--- config.mk ---
export PLATFORM = sky130hd
export DESIGN_NAME = max_reduce_ctrl_flat
export DESIGN_NICKNAME = d
export VERILOG_FILES = /design/src/rtl/max_reduce_ctrl_if.sv /design/src/rtl/max_reduce_ctrl.sv /design/src/flat_wrapper.sv
export SDC_FILE = /design/constraint.sdc
export NUM_CORES = 1
export LEC_CHECK = 0
export BUFFER_PORTS_ARGS = -buffer_cell sky130_fd_sc_hd__buf_4
export CELL_PAD_IN_SITES_DETAIL_PLACEMENT = 2
export CELL_PAD_IN_SITES_GLOBAL_PLACEMENT = 2
export CORE_MARGIN = 4
export CORE_UTILIZATION = 35
export CTS_BUF_LIST = sky130_fd_sc_hd__clkbuf_8 sky130_fd_sc_hd__clkbuf_16
export DETAILED_ROUTE_END_ITERATION = 10
export PLACE_DENSITY_LB_ADDON = 0.05
export SLEW_MARGIN = 20
export SYNTH_ARGS = -nofsm -noshare
export SYNTH_HDL_FRONTEND = slang
export SYNTH_SLANG_ARGS = --single-unit
--- constraint.sdc ---
create_clock -name clk -period 3.86 [get_ports clk]
set_clock_uncertainty 0.15 [all_clocks]
set_input_delay 0.386 -clock clk [delete_from_list [all_inputs] [get_ports clk]]
set_output_delay 0.386 -clock clk [all_outputs]
set_load 0.02 [all_outputs]
--- src/rtl/max_reduce_ctrl_if.sv ---
// Stream/handshake bundle for max_reduce_ctrl: job start, element input
// stream and held result output.
interface max_reduce_ctrl_if #(
  parameter int BITWIDTH = 16,
  parameter int MAX_LEN  = 64
) ();
  localparam int IDXW = $clog2(MAX_LEN);

  logic                start;
  logic [IDXW:0]       cfg_len;
  logic                busy;
  logic                cfg_err;
  logic                in_valid;
  logic                in_ready;
  logic [BITWIDTH-1:0] in_data;
  logic                out_valid;
  logic                out_ready;
  logic [BITWIDTH-1:0] out_max;
  logic [IDXW-1:0]     out_idx;

  modport master (
    output start, cfg_len, in_valid, in_data, out_ready,
    input  busy, cfg_err, in_ready, out_valid, out_max, out_idx
  );

  modport slave (
    input  start, cfg_len, in_valid, in_data, out_ready,
    output busy, cfg_err, in_ready, out_valid, out_max, out_idx
  );
endinterface

--- src/rtl/max_reduce_ctrl.sv ---
// Running-max reduction sequencer: folds a job of cfg_len streamed elements
// into a max and first-occurrence index, returned on a held output handshake.
module max_reduce_ctrl #(
  parameter int BITWIDTH = 16,
  parameter int MAX_LEN  = 64,
  parameter bit SIGNED   = 1'b1
) (
  input  logic             clk,
  input  logic             rst_n,
  max_reduce_ctrl_if.slave bus
);
  localparam int IDXW = $clog2(MAX_LEN);
  localparam logic [IDXW:0] LEN_MAX = (IDXW + 1)'(MAX_LEN);
  localparam logic [IDXW:0] ONE     = (IDXW + 1)'(1);

  typedef enum logic [1:0] {S_IDLE, S_ACCUM, S_DONE} state_t;

  state_t              state_q, state_d;
  logic [IDXW:0]       len_q, len_d;
  logic [IDXW:0]       cnt_q, cnt_d;
  logic [BITWIDTH-1:0] max_q, max_d;
  logic [IDXW-1:0]     idx_q, idx_d;
  logic [BITWIDTH-1:0] out_max_q, out_max_d;
  logic [IDXW-1:0]     out_idx_q, out_idx_d;
  logic                cfg_err_q, cfg_err_d;

  logic                gt;
  logic                take;
  logic                cfg_ok;
  logic [BITWIDTH-1:0] new_max;
  logic [IDXW-1:0]     new_idx;

  generate
    if (SIGNED) begin : g_cmp_signed
      assign gt = $signed(bus.in_data) > $signed(max_q);
    end else begin : g_cmp_unsigned
      assign gt = bus.in_data > max_q;
    end
  endgenerate

  // Element 0 always seeds the running max; later elements need a strict win.
  assign take    = (cnt_q == '0) || gt;
  assign new_max = take ? bus.in_data : max_q;
  assign new_idx = take ? cnt_q[IDXW-1:0] : idx_q;
  assign cfg_ok  = (bus.cfg_len != '0) && (bus.cfg_len <= LEN_MAX);

  always_comb begin
    state_d   = state_q;
    len_d     = len_q;
    cnt_d     = cnt_q;
    max_d     = max_q;
    idx_d     = idx_q;
    out_max_d = out_max_q;
    out_idx_d = out_idx_q;
    cfg_err_d = 1'b0;
    unique case (state_q)
      S_IDLE: begin
        if (bus.start) begin
          if (cfg_ok) begin
            len_d   = bus.cfg_len;
            cnt_d   = '0;
            state_d = S_ACCUM;
          end else begin
            cfg_err_d = 1'b1;
          end
        end
      end
      S_ACCUM: begin
        if (bus.in_valid) begin
          max_d = new_max;
          idx_d = new_idx;
          cnt_d = cnt_q + ONE;
          // Result registers only ever see the final fold, never a partial.
          if (cnt_q == len_q - ONE) begin
            out_max_d = new_max;
            out_idx_d = new_idx;
            state_d   = S_DONE;
          end
        end
      end
      S_DONE: begin
        if (bus.out_ready) begin
          state_d = S_IDLE;
        end
      end
      default: state_d = S_IDLE;
    endcase
  end

  always_ff @(posedge clk or negedge rst_n) begin
    if (!rst_n) begin
      state_q   <= S_IDLE;
      len_q     <= '0;
      cnt_q     <= '0;
      max_q     <= '0;
      idx_q     <= '0;
      out_max_q <= '0;
      out_idx_q <= '0;
      cfg_err_q <= 1'b0;
    end else begin
      state_q   <= state_d;
      len_q     <= len_d;
      cnt_q     <= cnt_d;
      max_q     <= max_d;
      idx_q     <= idx_d;
      out_max_q <= out_max_d;
      out_idx_q <= out_idx_d;
      cfg_err_q <= cfg_err_d;
    end
  end

  assign bus.busy      = (state_q != S_IDLE);
  assign bus.in_ready  = (state_q == S_ACCUM);
  assign bus.out_valid = (state_q == S_DONE);
  assign bus.out_max   = out_max_q;
  assign bus.out_idx   = out_idx_q;
  assign bus.cfg_err   = cfg_err_q;
endmodule

--- src/flat_wrapper.sv ---
// flat-port wrapper written by rule: the top's interface ports become plain ports
module max_reduce_ctrl_flat 
#(
  parameter int BITWIDTH = 16,
  parameter int MAX_LEN  = 64,
  parameter bit SIGNED   = 1'b1
)
  (clk, rst_n, bus_start, bus_cfg_len, bus_in_valid, bus_in_data, bus_out_ready, bus_busy, bus_cfg_err, bus_in_ready, bus_out_valid, bus_out_max, bus_out_idx);
  max_reduce_ctrl_if #(.BITWIDTH(BITWIDTH), .MAX_LEN(MAX_LEN)) bus_i ();
  input  logic clk;
  input  logic rst_n;
  input wire logic [$bits(bus_i.start)-1:0] bus_start;
  input wire logic [$bits(bus_i.cfg_len)-1:0] bus_cfg_len;
  input wire logic [$bits(bus_i.in_valid)-1:0] bus_in_valid;
  input wire logic [$bits(bus_i.in_data)-1:0] bus_in_data;
  input wire logic [$bits(bus_i.out_ready)-1:0] bus_out_ready;
  output wire logic [$bits(bus_i.busy)-1:0] bus_busy;
  output wire logic [$bits(bus_i.cfg_err)-1:0] bus_cfg_err;
  output wire logic [$bits(bus_i.in_ready)-1:0] bus_in_ready;
  output wire logic [$bits(bus_i.out_valid)-1:0] bus_out_valid;
  output wire logic [$bits(bus_i.out_max)-1:0] bus_out_max;
  output wire logic [$bits(bus_i.out_idx)-1:0] bus_out_idx;
  assign bus_i.start = bus_start;
  assign bus_i.cfg_len = bus_cfg_len;
  assign bus_i.in_valid = bus_in_valid;
  assign bus_i.in_data = bus_in_data;
  assign bus_i.out_ready = bus_out_ready;
  assign bus_busy = bus_i.busy;
  assign bus_cfg_err = bus_i.cfg_err;
  assign bus_in_ready = bus_i.in_ready;
  assign bus_out_valid = bus_i.out_valid;
  assign bus_out_max = bus_i.out_max;
  assign bus_out_idx = bus_i.out_idx;
  max_reduce_ctrl #(.BITWIDTH(BITWIDTH), .MAX_LEN(MAX_LEN), .SIGNED(SIGNED)) u_core (.clk(clk), .rst_n(rst_n), .bus(bus_i));
endmodule
Yosys cells after proc, flatten, opt, wreduce, memory -nomap -nowiden. Cells that the tools add are included.

Word-level logic and storage cells: 47. Output and inout port bits: 26. Flip-flop bits (word level): 61.

Add/subtract/negate cells: 2. Muxes and demuxes: 15. Eq/ne operators: 8. Order comparisons: 2. Reduce and logical (&&, ||, !) cells: 12.

Operators by type and width (number): $mux W7 (3); $gt A16 B16 Y1 (1); $mux W16 (1); $pmux W7 S2 (1); $mux W2 (5); $add A7 B1 Y7 const B (1); $eq A7 B7 Y1 (1); $le A7 B7 Y1 const B (1); $logic_not A7 Y1 (1); $reduce_bool A7 Y1 (1); $sub A7 B1 Y7 const B (1); $mux W6 (1); $ne A2 B2 Y1 const B (3); $pmux W2 S3 (1); $reduce_and A3 Y1 (2); $reduce_and A5 Y1 (1); $ne A2 B1 Y1 const B (2); $reduce_and A4 Y1 (1); $reduce_bool A2 Y1 (2); $mux W1 (3); $eq A2 B1 Y1 const B (1); $eq A2 B2 Y1 const B (1); $logic_not A2 Y1 (1); $reduce_and A2 Y1 (1); 2 further kinds (2).

Logic depth before layout (Yosys ltp).
Depth after elaboration: 5. Depth in mapped cells: 11. Depth with buffers taken out: 8.

Least setup slack after synthesis. Ideal clock, no wire load.

Path type: flip-flop to flip-flop. From: reg u_core.len_q[0]. To: reg u_core.out_idx_q[2] (netlist: u_core.bus.out_idx[2]). Cell stages (with the launch flop): 11. Library setup time: 0.127 ns. Arrival time: 2.197 ns. Buffers on the path: 2. Path slack: 1.385 ns. Path through: dfrtp_1 buf_2 inv_1 ha_1 xnor3_1 nand4_1 a21o_1 a311oi_2 and2_1 buf_4 mux2_1.

Cells in the longest elaborated chain, start to end: 3.

RTL lines: start, declared (line max_reduce_ctrl.sv:19) `logic [IDXW:0] len_q, len_d;`; start signal, assigned (line max_reduce_ctrl.sv:102) `len_q <= len_d;`; $sub A7 B1 Y7 (line max_reduce_ctrl.sv:74) `if (cnt_q == len_q - ONE) begin`; $eq A7 B7 Y1 (line max_reduce_ctrl.sv:74); $reduce_and A3 Y1 (no source line); end signal, assigned (line max_reduce_ctrl.sv:107) `out_idx_q <= out_idx_d;`; end, declared (line max_reduce_ctrl.sv:24) `logic [IDXW-1:0] out_idx_q, out_idx_d;`.

Every way passes these cells. A chain may end at the register's enable or synchronous reset.

Worst setup path in the final report.
From: reg u_core.len_q[0]. To: reg u_core.out_max_q[1] (netlist: u_core.bus.out_max[1]).

Cells in the longest elaborated chain, start to end: 3.

RTL lines: $sub A7 B1 Y7 (line max_reduce_ctrl.sv:74); $eq A7 B7 Y1 (line max_reduce_ctrl.sv:74); $reduce_and A3 Y1 (no source line); end signal, assigned (line max_reduce_ctrl.sv:106) `out_max_q <= out_max_d;`; end, declared (line max_reduce_ctrl.sv:23) `logic [BITWIDTH-1:0] out_max_q, out_max_d;`.

Every way passes these cells.

==> impl_metrics.ini <==
[floorplan]
core_um2 = 9950
start_util = 0.366
design.die.area_um2 = 12100
io_pins = 54
fp.dieH_um = 110
rows = 36
die_w_um = 110

[timing]
clock.fmax_ghz = 0.327
slew_violations = 0
worstMarginPinSlew_ns = 0.986
setup_ws_ns = 0.800
rsz0062_at_grt = false
slew-limit-headroom = 0.343
setup_violations = 0
period_needed_ns = 3.06
fin_crit_sh = 0.793
hold_viol = 15
fin_tns_setup_ns = 0
timing.hold.ws_ns = -0.0102

[detailed_routing]
firstDrtPassIters = 4
vias = 2986
routed_wirelength_um = 10500
final_antenna_net_count = 0
drc = 0
drt_iter0_drc = 129
avgRoutedWirePerCell_um = 19.5
via_per_inst = 5.56

[layout]
syn2layout_area_growth_pct = 17.7
layout_commonest_cell = dfrtp_1
final_cell_mix = dfrtp_1 (61), buf_4 (58), inv_1 (28)
fin_cells = 537
final_layout_size_suffix_gt1_frac = 0.260
n_antenna_cell = 0
fill_cells = 1076
final_nets = 447

[place]
post-place-ws_ns = 0.740
dpl.hpwl_um = 7290
gp_congestion = 0.749
dp_cells = 522
port_buffers = 53

[clock_tree]
clkTransAtPathRegs_ns = 0.07
postCtsHoldBufs = 0
htreeDepth = 3
numCtsBuffers = 9
cts_root_buf = clkbuf_8
cts_setup_buffers = 0
post_cts_resized = 0
clock_latency_ns = 0.34
cts_tree = done
cts_sinks = 61
ctsLongestPathBuffers = 2

[run_status]
violations = negative hold slack
status = complete, but fails checks

[worst_setup_path]
crit_fanout = 14
path_cells = inv_1 -> ha_1 -> xnor3_1 -> nand4_1 -> a21o_1 -> a311oi_2 -> and2_1 -> buf_4 -> a31oi_1
path_delay_family = simple AND/OR/NAND/NOR gates
cp_slowest_cell = and2_1
rr_endpoint = u_core.bus.out_max[1]
arrival_ns = 3.13
end_kind = flip-flop
r2r_slack_ns = 0.80
crit_type = reg -> reg
cp_num_buf_inv = 2
crit_required_ns = 3.93
reg2reg_depth = 9
crit_path_start_kind = flip-flop
max_stage_delay_ns = 0.58
r2r-start = u_core.len_q[0]

[yosys]
netlist_instances = 353
yosysSeqAreaShare = 0.419
synth_edf_count = 0
synth.distinct_cells = 56
syn_area_um2 = 3640
synth_area_per_cell_um2 = 10.3
ys_ff_latch = 61
ys_warn_count = 0
async_flop_share = 1.00
syn_nets = 400
synth_flop_cell = dfrtp_1

[grt]
grt_pass1_wl_um = 17400
grt.total_usage = 0.187
antenna_found_initial = 0
grt_overflow = 0
first_global_vias = 3321
grt_max_degree = 62

[worst_hold_path]
min_path_type = in -> async

[power_and_ir_drop]
powerDensity_nw_per_um2 = 596
total_leakage_power_nw = 2.08
vdd_drop_max_mv = 0.226

[job]
drv_cap = 0
[state kept, by name, indices dropped and copies added, names as in the netlist]
signal              flops
u_core.bus.out_idx      6
u_core.state_q          2
u_core.max_q           16
u_core.len_q            7
u_core.idx_q            6
u_core.cnt_q            7
u_core.bus.out_max     16
u_core.bus.cfg_err      1
[layer usage]
layer	GRT usage	up-vias	wire (um)
met1	0.234	1551	4740
li1	-	1373	-
met5	0	-	0
met2	0.325	47	5300
met4	0.0686	0	184
met3	0.0315	15	242
[logic make-up (layout without fill, tap and decap cells)]
kind of cell    Yosys count  in the layout  synth area share
compound gates           92             92             0.158
simple gates             92             92             0.149
flops                    61             61             0.419
buf+inv                  48             99            0.0639
mux                      30             30             0.112
fa+ha+maj                19             19            0.0653
xor+xnor                 11             11            0.0323
[stage by stage]
stage / cell area, um2 / total power, W / util
finish: 4290 / 0.00255 / 0.431
global route: 4290 / 0.00276 / 0.431
CTS: 4290 / 0.00259 / 0.431
detailed placement: 4130 / 0.00208 / 0.415
global placement: 4130 / 0.00204 / 0.415
floorplan: 3640 / 0.00176 / -
[synthesized netlist by cell type (all sizes together) (2+ instances only)]
cell type	count	area (um2)
and4	5	43.8
nand4	6	37.5
xor2	6	52.6
a21o	4	30.0
o21ai	26	134
nor2	14	55.1
mux2	30	409
xnor2	4	42.6
inv	25	93.8
nand2b	4	25.0
a31oi	20	140
o211ai	3	22.5
ha	19	238
clkbuf	8	31.3
nand4b	2	17.5
nand2	7	26.3
dfrtp	61	1530
nand3	26	130
nor4	5	37.5
a21oi	26	130
and2	5	31.3
a32o	3	30.0
buf	15	108
nor3	3	20.0
nor2b	5	31.3
and4b	2	20.0
[power by group]
part           internal (W)  switching (W)  total (W)
clock              0.000238       0.000253   0.000491
combinational      0.000523       0.000594    0.00112
sequential         0.000784       0.000162   0.000946
total               0.00154        0.00101    0.00255
[cell type report]
class                      count  area [um2]  share of cell area
sequential                    61        1530               0.356
multi-input combinational    244        1890               0.440
timing repair buffer          59         455               0.106
tap                          133         166              0.0388
inverter                      25        93.8              0.0219
clock inverter                 5        21.3             0.00496
clock buffer                  10         138              0.0321
[worst max path at each step]
| stage | startpoint | end | slack [ns] | cells past startpoint |
|---|---|---|---|---|
| after floorplan | u_core.len_q[0] | u_core.bus.out_idx[2] | 1.39 | 10 |
| after global placement | bus_in_data[15] | u_core.bus.out_idx[3] | 0.80 | 8 |
| after detailed placement | bus_in_data[15] | u_core.bus.out_idx[3] | 0.74 | 8 |
| after CTS | u_core.len_q[0] | u_core.bus.out_idx[0] | 0.76 | 9 |
| after global routing | u_core.len_q[0] | u_core.bus.out_max[1] | 0.53 | 9 |
| final | u_core.len_q[0] | u_core.bus.out_max[1] | 0.80 | 9 |
Power figures use the tool's default switching activity.
